### config.mk
export PLATFORM = sky130hd
export DESIGN_NAME = controle_lavagem
export DESIGN_NICKNAME = d
export VERILOG_FILES = /design/src/rtl/lavagem_pkg.sv /design/src/rtl/temporizador_fase.sv /design/src/rtl/controle_lavagem.sv
export SDC_FILE = /design/constraint.sdc
export NUM_CORES = 1
export LEC_CHECK = 0
export ABC_AREA = 1
export CORE_MARGIN = 5
export CORE_UTILIZATION = 50
export CTS_CLUSTER_SIZE = 20
export DETAILED_ROUTE_END_ITERATION = 6
export PLACE_DENSITY = 0.74
export SYNTH_ARGS = -nofsm -noshare
export SYNTH_HDL_FRONTEND = slang
export SYNTH_HIERARCHICAL = 1
export SYNTH_SLANG_ARGS = --single-unit
export TNS_END_PERCENT = 50
### constraint.sdc
create_clock -name clock -period 2.9 [get_ports clock]
set_input_delay 0.725 -clock clock [delete_from_list [all_inputs] [get_ports clock]]
set_output_delay 0.725 -clock clock [all_outputs]
set_load 0.005 [all_outputs]
### src/rtl/lavagem_pkg.sv
// Shared definitions for the washing-machine controller.
//   estado_t    : state encoding, also driven on the estado output
//   *_PAD       : default phase durations and counter width
package lavagem_pkg;

    typedef enum logic [2:0] {
        OCIOSO    = 3'd0,
        ENCHER    = 3'd1,
        LAVAR     = 3'd2,
        ESVAZIAR  = 3'd3,
        ENXAGUAR  = 3'd4,
        SECAGEM   = 3'd5,
        CONCLUIDO = 3'd6,
        ERRO      = 3'd7
    } estado_t;

    localparam int T_LAVAR_PAD     = 8;
    localparam int T_ENXAGUE_PAD   = 6;
    localparam int T_SECAR_PAD     = 10;
    localparam int T_MAX_NIVEL_PAD = 20;
    localparam int CONT_W_PAD      = 8;

endpackage

### src/rtl/temporizador_fase.sv
// Phase counter with clear, enable and terminal-count compare.
//   clock, reset : system clock, synchronous active-high reset
//   limpar       : clear to 0 (asserted on the cycle a state is left)
//   habilitar    : count this cycle
//   limite       : terminal value; the counter saturates there
//   terminal     : count equals limite
module temporizador_fase
    import lavagem_pkg::*;
#(
    parameter int CONT_W = CONT_W_PAD
) (
    input  logic              clock,
    input  logic              reset,
    input  logic              limpar,
    input  logic              habilitar,
    input  logic [CONT_W-1:0] limite,
    output logic              terminal
);

    logic [CONT_W-1:0] contagem;

    always_ff @(posedge clock) begin
        if (reset || limpar) begin
            contagem <= '0;
        end else if (habilitar && (contagem != limite)) begin
            // Stops at the limit instead of wrapping around.
            contagem <= contagem + 1'b1;
        end
    end

    assign terminal = (contagem == limite);

endmodule

### src/rtl/controle_lavagem.sv
// Washing-machine sequence controller.
//   clock, reset  : system clock, synchronous active-high reset
//   inicio        : start request (only honoured in OCIOSO)
//   cheio, vazio  : tank full / tank empty sensors
//   secar         : spin-dry option, latched when a cycle starts
//   pausa         : freezes the sequence and switches actuators off
//   valvula, motor, bomba, secador : actuators
//   fim           : one-cycle completion pulse
//   erro          : fill/drain timeout, held until reset
//   estado        : current state code
module controle_lavagem
    import lavagem_pkg::*;
#(
    parameter int T_LAVAR     = T_LAVAR_PAD,
    parameter int T_ENXAGUE   = T_ENXAGUE_PAD,
    parameter int T_SECAR     = T_SECAR_PAD,
    parameter int T_MAX_NIVEL = T_MAX_NIVEL_PAD,
    parameter int CONT_W      = CONT_W_PAD
) (
    input  logic       clock,
    input  logic       reset,
    input  logic       inicio,
    input  logic       cheio,
    input  logic       vazio,
    input  logic       secar,
    input  logic       pausa,
    output logic       valvula,
    output logic       motor,
    output logic       bomba,
    output logic       secador,
    output logic       fim,
    output logic       erro,
    output logic [2:0] estado
);

    estado_t           st;
    logic              secar_r;
    logic              enx_r;
    logic              sai;
    logic              terminal;
    logic [CONT_W-1:0] limite;

    // Terminal value of the phase counter for the current state.
    always_comb begin
        limite = '0;
        case (st)
            ENCHER, ESVAZIAR: limite = CONT_W'(T_MAX_NIVEL - 1);
            LAVAR:            limite = CONT_W'(T_LAVAR - 1);
            ENXAGUAR:         limite = CONT_W'(T_ENXAGUE - 1);
            SECAGEM:          limite = CONT_W'(T_SECAR - 1);
            default:          limite = '0;
        endcase
    end

    // State is left this cycle; used to clear the counter so every
    // state starts counting from 0.
    always_comb begin
        sai = 1'b0;
        case (st)
            OCIOSO:                   sai = inicio;
            ENCHER:                   sai = !pausa && (cheio || terminal);
            ESVAZIAR:                 sai = !pausa && (vazio || terminal);
            LAVAR, ENXAGUAR, SECAGEM: sai = !pausa && terminal;
            CONCLUIDO:                sai = 1'b1;
            default:                  sai = 1'b0;
        endcase
    end

    temporizador_fase #(
        .CONT_W (CONT_W)
    ) u_temporizador (
        .clock     (clock),
        .reset     (reset),
        .limpar    (sai),
        .habilitar (!pausa),
        .limite    (limite),
        .terminal  (terminal)
    );

    always_ff @(posedge clock) begin
        if (reset) begin
            st      <= OCIOSO;
            secar_r <= 1'b0;
            enx_r   <= 1'b0;
        end else begin
            case (st)
                OCIOSO: begin
                    if (inicio) begin
                        st      <= ENCHER;
                        secar_r <= secar;
                        enx_r   <= 1'b0;
                    end
                end
                ENCHER: begin
                    // Sensor is checked first so it wins over the timeout.
                    if (!pausa) begin
                        if (cheio)         st <= enx_r ? ENXAGUAR : LAVAR;
                        else if (terminal) st <= ERRO;
                    end
                end
                LAVAR: begin
                    if (!pausa && terminal) st <= ESVAZIAR;
                end
                ESVAZIAR: begin
                    if (!pausa) begin
                        if (vazio) begin
                            if (!enx_r) begin
                                enx_r <= 1'b1;
                                st    <= ENCHER;
                            end else begin
                                st <= secar_r ? SECAGEM : CONCLUIDO;
                            end
                        end else if (terminal) begin
                            st <= ERRO;
                        end
                    end
                end
                ENXAGUAR: begin
                    if (!pausa && terminal) st <= ESVAZIAR;
                end
                SECAGEM: begin
                    if (!pausa && terminal) st <= CONCLUIDO;
                end
                CONCLUIDO: st <= OCIOSO;
                ERRO:      st <= ERRO;
                default:   st <= ERRO;
            endcase
        end
    end

    // Moore decode of the registered state; pausa only gates actuators.
    always_comb begin
        valvula = 1'b0;
        motor   = 1'b0;
        bomba   = 1'b0;
        secador = 1'b0;
        fim     = 1'b0;
        erro    = 1'b0;
        case (st)
            ENCHER:          valvula = !pausa;
            LAVAR, ENXAGUAR: motor   = !pausa;
            ESVAZIAR:        bomba   = !pausa;
            SECAGEM: begin
                motor   = !pausa;
                secador = !pausa;
                bomba   = !pausa;
            end
            CONCLUIDO:       fim  = 1'b1;
            ERRO:            erro = 1'b1;
            default: ;
        endcase
    end

    assign estado = st;

endmodule

==> results of run 1 <==
worst max path at each step:
stage	slack [ns]	depth (start not counted)	to
2_1_floorplan	0.89	17	u_temporizador/contagem[0]$_SDFFE_PP0P_
3_3_place_gp	0.22	3	valvula
3_5_place_dp	0.20	3	valvula
4_1_cts	0.20	3	valvula
5_1_grt	0.10	3	valvula
6_report	0.20	3	valvula
layer usage:
metal | track usage, % | vias up | wire length, µm
met2 | 30.0 | 48 | 1240
li1 | - | 628 | -
met1 | 19.5 | 532 | 1110
met5 | 0 | - | 0
met4 | 4.64 | 0 | 18
met3 | 3.85 | 2 | 200
power by group through the flow:
stage | registers [mW] | clock network, mW | logic (mW)
global placement | 0.255 | 0 | 0.510
detailed placement | 0.257 | 0 | 0.526
finish | 0.253 | 0.111 | 0.526
CTS | 0.252 | 0.115 | 0.528
global route | 0.260 | 0.129 | 0.593
floorplan | 0.234 | 0 | 0.426
cell usage in the layout, fill, tap and decap left out, drive strengths merged, types with 3 or more instances in the layout:
master / count
nand2: 56
nor2: 30
inv: 27
nand3: 26
a21oi: 16
clkdlybuf4s50: 15
dfxtp: 13
conb: 5
o21ai: 4
clkbuf: 4
nor3: 3
xnor2: 3
cell families after synthesis:
group	count (synthesis)	share of synthesized area, %
flip-flops	13	23.3
XOR/XNOR	3	2.36
AO/OA/AOI/OAI	22	10.5
AND/OR/NAND/NOR	116	49.9
buffers and inverters	30	12.3
other	1	0.336
adder cells (fa/ha/maj)	1	1.12
tightest hold or removal path, delay by kind of cell, from the launching register on:
| kind | cells | cell delay (ns) |
|---|---|---|
| compound gates | 1 | 0.06 |
| simple gates | 1 | 0.06 |
| flops | 1 | 0.33 |
stage by stage:
step | worst slack (ns) | instances | instance area [µm²]
finish | 0.197 | 235 | 1310
floorplan | 0.886 | 190 | 1130
global route | 0.101 | 235 | 1310
CTS | 0.200 | 235 | 1310
global placement | 0.224 | 231 | 1290
detailed placement | 0.204 | 231 | 1290
layout make-up:
cell class / instances / share of cell area [%]
timing repair buffer: 16 / 12.0
sequential: 13 / 19.8
inverter: 27 / 7.72
tap: 28 / 2.67
clock buffer: 4 / 2.00
multi-input combinational: 147 / 55.8
flip-flops by register name, summed over array words and instances, names as in the netlist:
name	count
estado	3
u_temporizador/contagem	8
enx_r	1
secar_r	1
==> results.json, run 1 <==
{
  "synth_area_um2": 1110,
  "crit_family": "buffers and inverters",
  "vias": 1210,
  "netlist_instances": 186,
  "cts_resized": 0,
  "switchingPower_uw": 428,
  "fmax_ghz": 0.370,
  "hold_violations": 0,
  "utilization_pct": 60.5,
  "synthTopCellsByArea": "dfxtp_1 (23%), nand2_1 (17%), nand3_1 (11%)",
  "synthArstFlopShare_pct": 0,
  "min-delay-path-class": "reg2reg",
  "yosysMostFrequentCell": "nand2_1",
  "cts_buffer_depth": 2,
  "antenna_cells": 0,
  "power_per_cell_area_nw_per_um2": 678,
  "ys_seq_elements": 13,
  "start_util_pct": 51.4,
  "maxCapViolCount": 0,
  "io_pins": 16,
  "synth_top_area_cell": "dfxtp_1",
  "slowest_delay_ns": 0.52,
  "cp_data_arrival_time_ns": 1.98,
  "synth_edf_count": 0,
  "syn2layout_area_growth_pct": 17.7,
  "min_from": "secar_r$_SDFFE_PP0P_",
  "period_minus_slack_ns": 2.70,
  "htree_levels": 1,
  "cp-start-kind": "input port",
  "track_usage_pct": 16.6,
  "ys_types": 26,
  "p_seq_share_pct": 28.4,
  "finalCritPeriodShare_pct": 93.2,
  "fin_total_pwr_uw": 890,
  "port_buffers": 15,
  "first_global_vias": 1087,
  "holdPathStages": 2,
  "end_kind": "primary output",
  "drt_pass1_iterations": 4,
  "postSynthAreaPerCell_um2": 5.99,
  "seq_area_um2": 260,
  "clkSinkCount": 13,
  "grt_pass1_wl_mm": 4.44,
  "rr_endpoint": "u_temporizador/contagem[5]$_SDFFE_PP0P_",
  "netSwitchingFraction_pct": 48.0,
  "final_max_slew_viol_count": 0,
  "setup_viol": 0,
  "combPwrFrac_pct": 59.1,
  "rsz0062_at_grt": "no",
  "dieArea_um2": 3270,
  "fp.dieW_um": 57.2,
  "max-vdd-ir-drop_v": 0.000398,
  "detail-route-antenna-nets": 0,
  "power.internal_uw": 463,
  "clockPowerShare_pct": 12.4,
  "reg2reg_depth": 15,
  "timing.rr.start": "estado[2]$_SDFFE_PP0P_",
  "clk_pin_slew_ns": 0.08,
  "path_buf_inv": 2,
  "clock-root-buffer": "clkbuf_4",
  "ys_seq_area_share_pct": 23.3,
  "post_cts_buffers": 0,
  "viasPerCell": 5.15,
  "drive_gt1_share_pct": 11.6,
  "route.detailed.drc": 0,
  "chipHeight_um": 57.2,
  "cts_buffers": 3,
  "multi_input_area_um2": 732,
  "nets": 216,
  "detail_route.wirelength_mm": 2.57,
  "setup_tns_ns": 0,
  "worst_clock_skew_ns": 0.00198,
  "yosys.area.top_type_share_pct": 23.3,
  "first_iter_violations": 57,
  "synth_warnings": 6,
  "synth_flop_cell": "dfxtp_1",
  "worst-path-max-fanout": 7,
  "path_class": "in2out",
  "rows": 17,
  "holdBufCountCts": 0,
  "insertion_delay_ns": 0.27,
  "wl_per_cell_um": 10.9,
  "r2r_setup_slack_ns": 0.44,
  "cp_cell_sequence": "clkdlybuf4s50_1 -> nor3_1 -> clkdlybuf4s50_1",
  "worstSetupStartpoint": "pausa",
  "grt_start_max_net_pins": 18,
  "antenna_found_initial": 0,
  "cp_common_cell": "clkdlybuf4s50_1",
  "core_um2": 2170,
  "dp_hpwl_mm": 2.10,
  "leakage_nw": 0.590,
  "crit_required_ns": 2.17,
  "fill_cells": 224,
  "holdWs_ns": 0.495,
  "status": "finished clean",
  "synth_common_cells": "nand2_1 (50), nand3_1 (24), nor2_1 (24)",
  "grt-ovfl-total": 0,
  "cpMaxStageDelayCell": "clkdlybuf4s50_1",
  "gp_congestion": 0.864,
  "hold_end": "secar_r$_SDFFE_PP0P_",
  "cts_tree": "built"
}
Note: power is estimated with default switching activity, not from simulation.
==> inputs of run 2 (changes only) <==
--- a/config.mk
+++ b/config.mk
@@ -6,6 +6,7 @@
 export NUM_CORES = 1
 export LEC_CHECK = 0
 export ABC_AREA = 1
+export ABC_CLOCK_PERIOD_IN_PS = 2900
 export CORE_MARGIN = 5
 export CORE_UTILIZATION = 50
 export CTS_CLUSTER_SIZE = 20
==> results of run 2 <==
The final DEF is identical to that of run 1; final timing and power are the same.
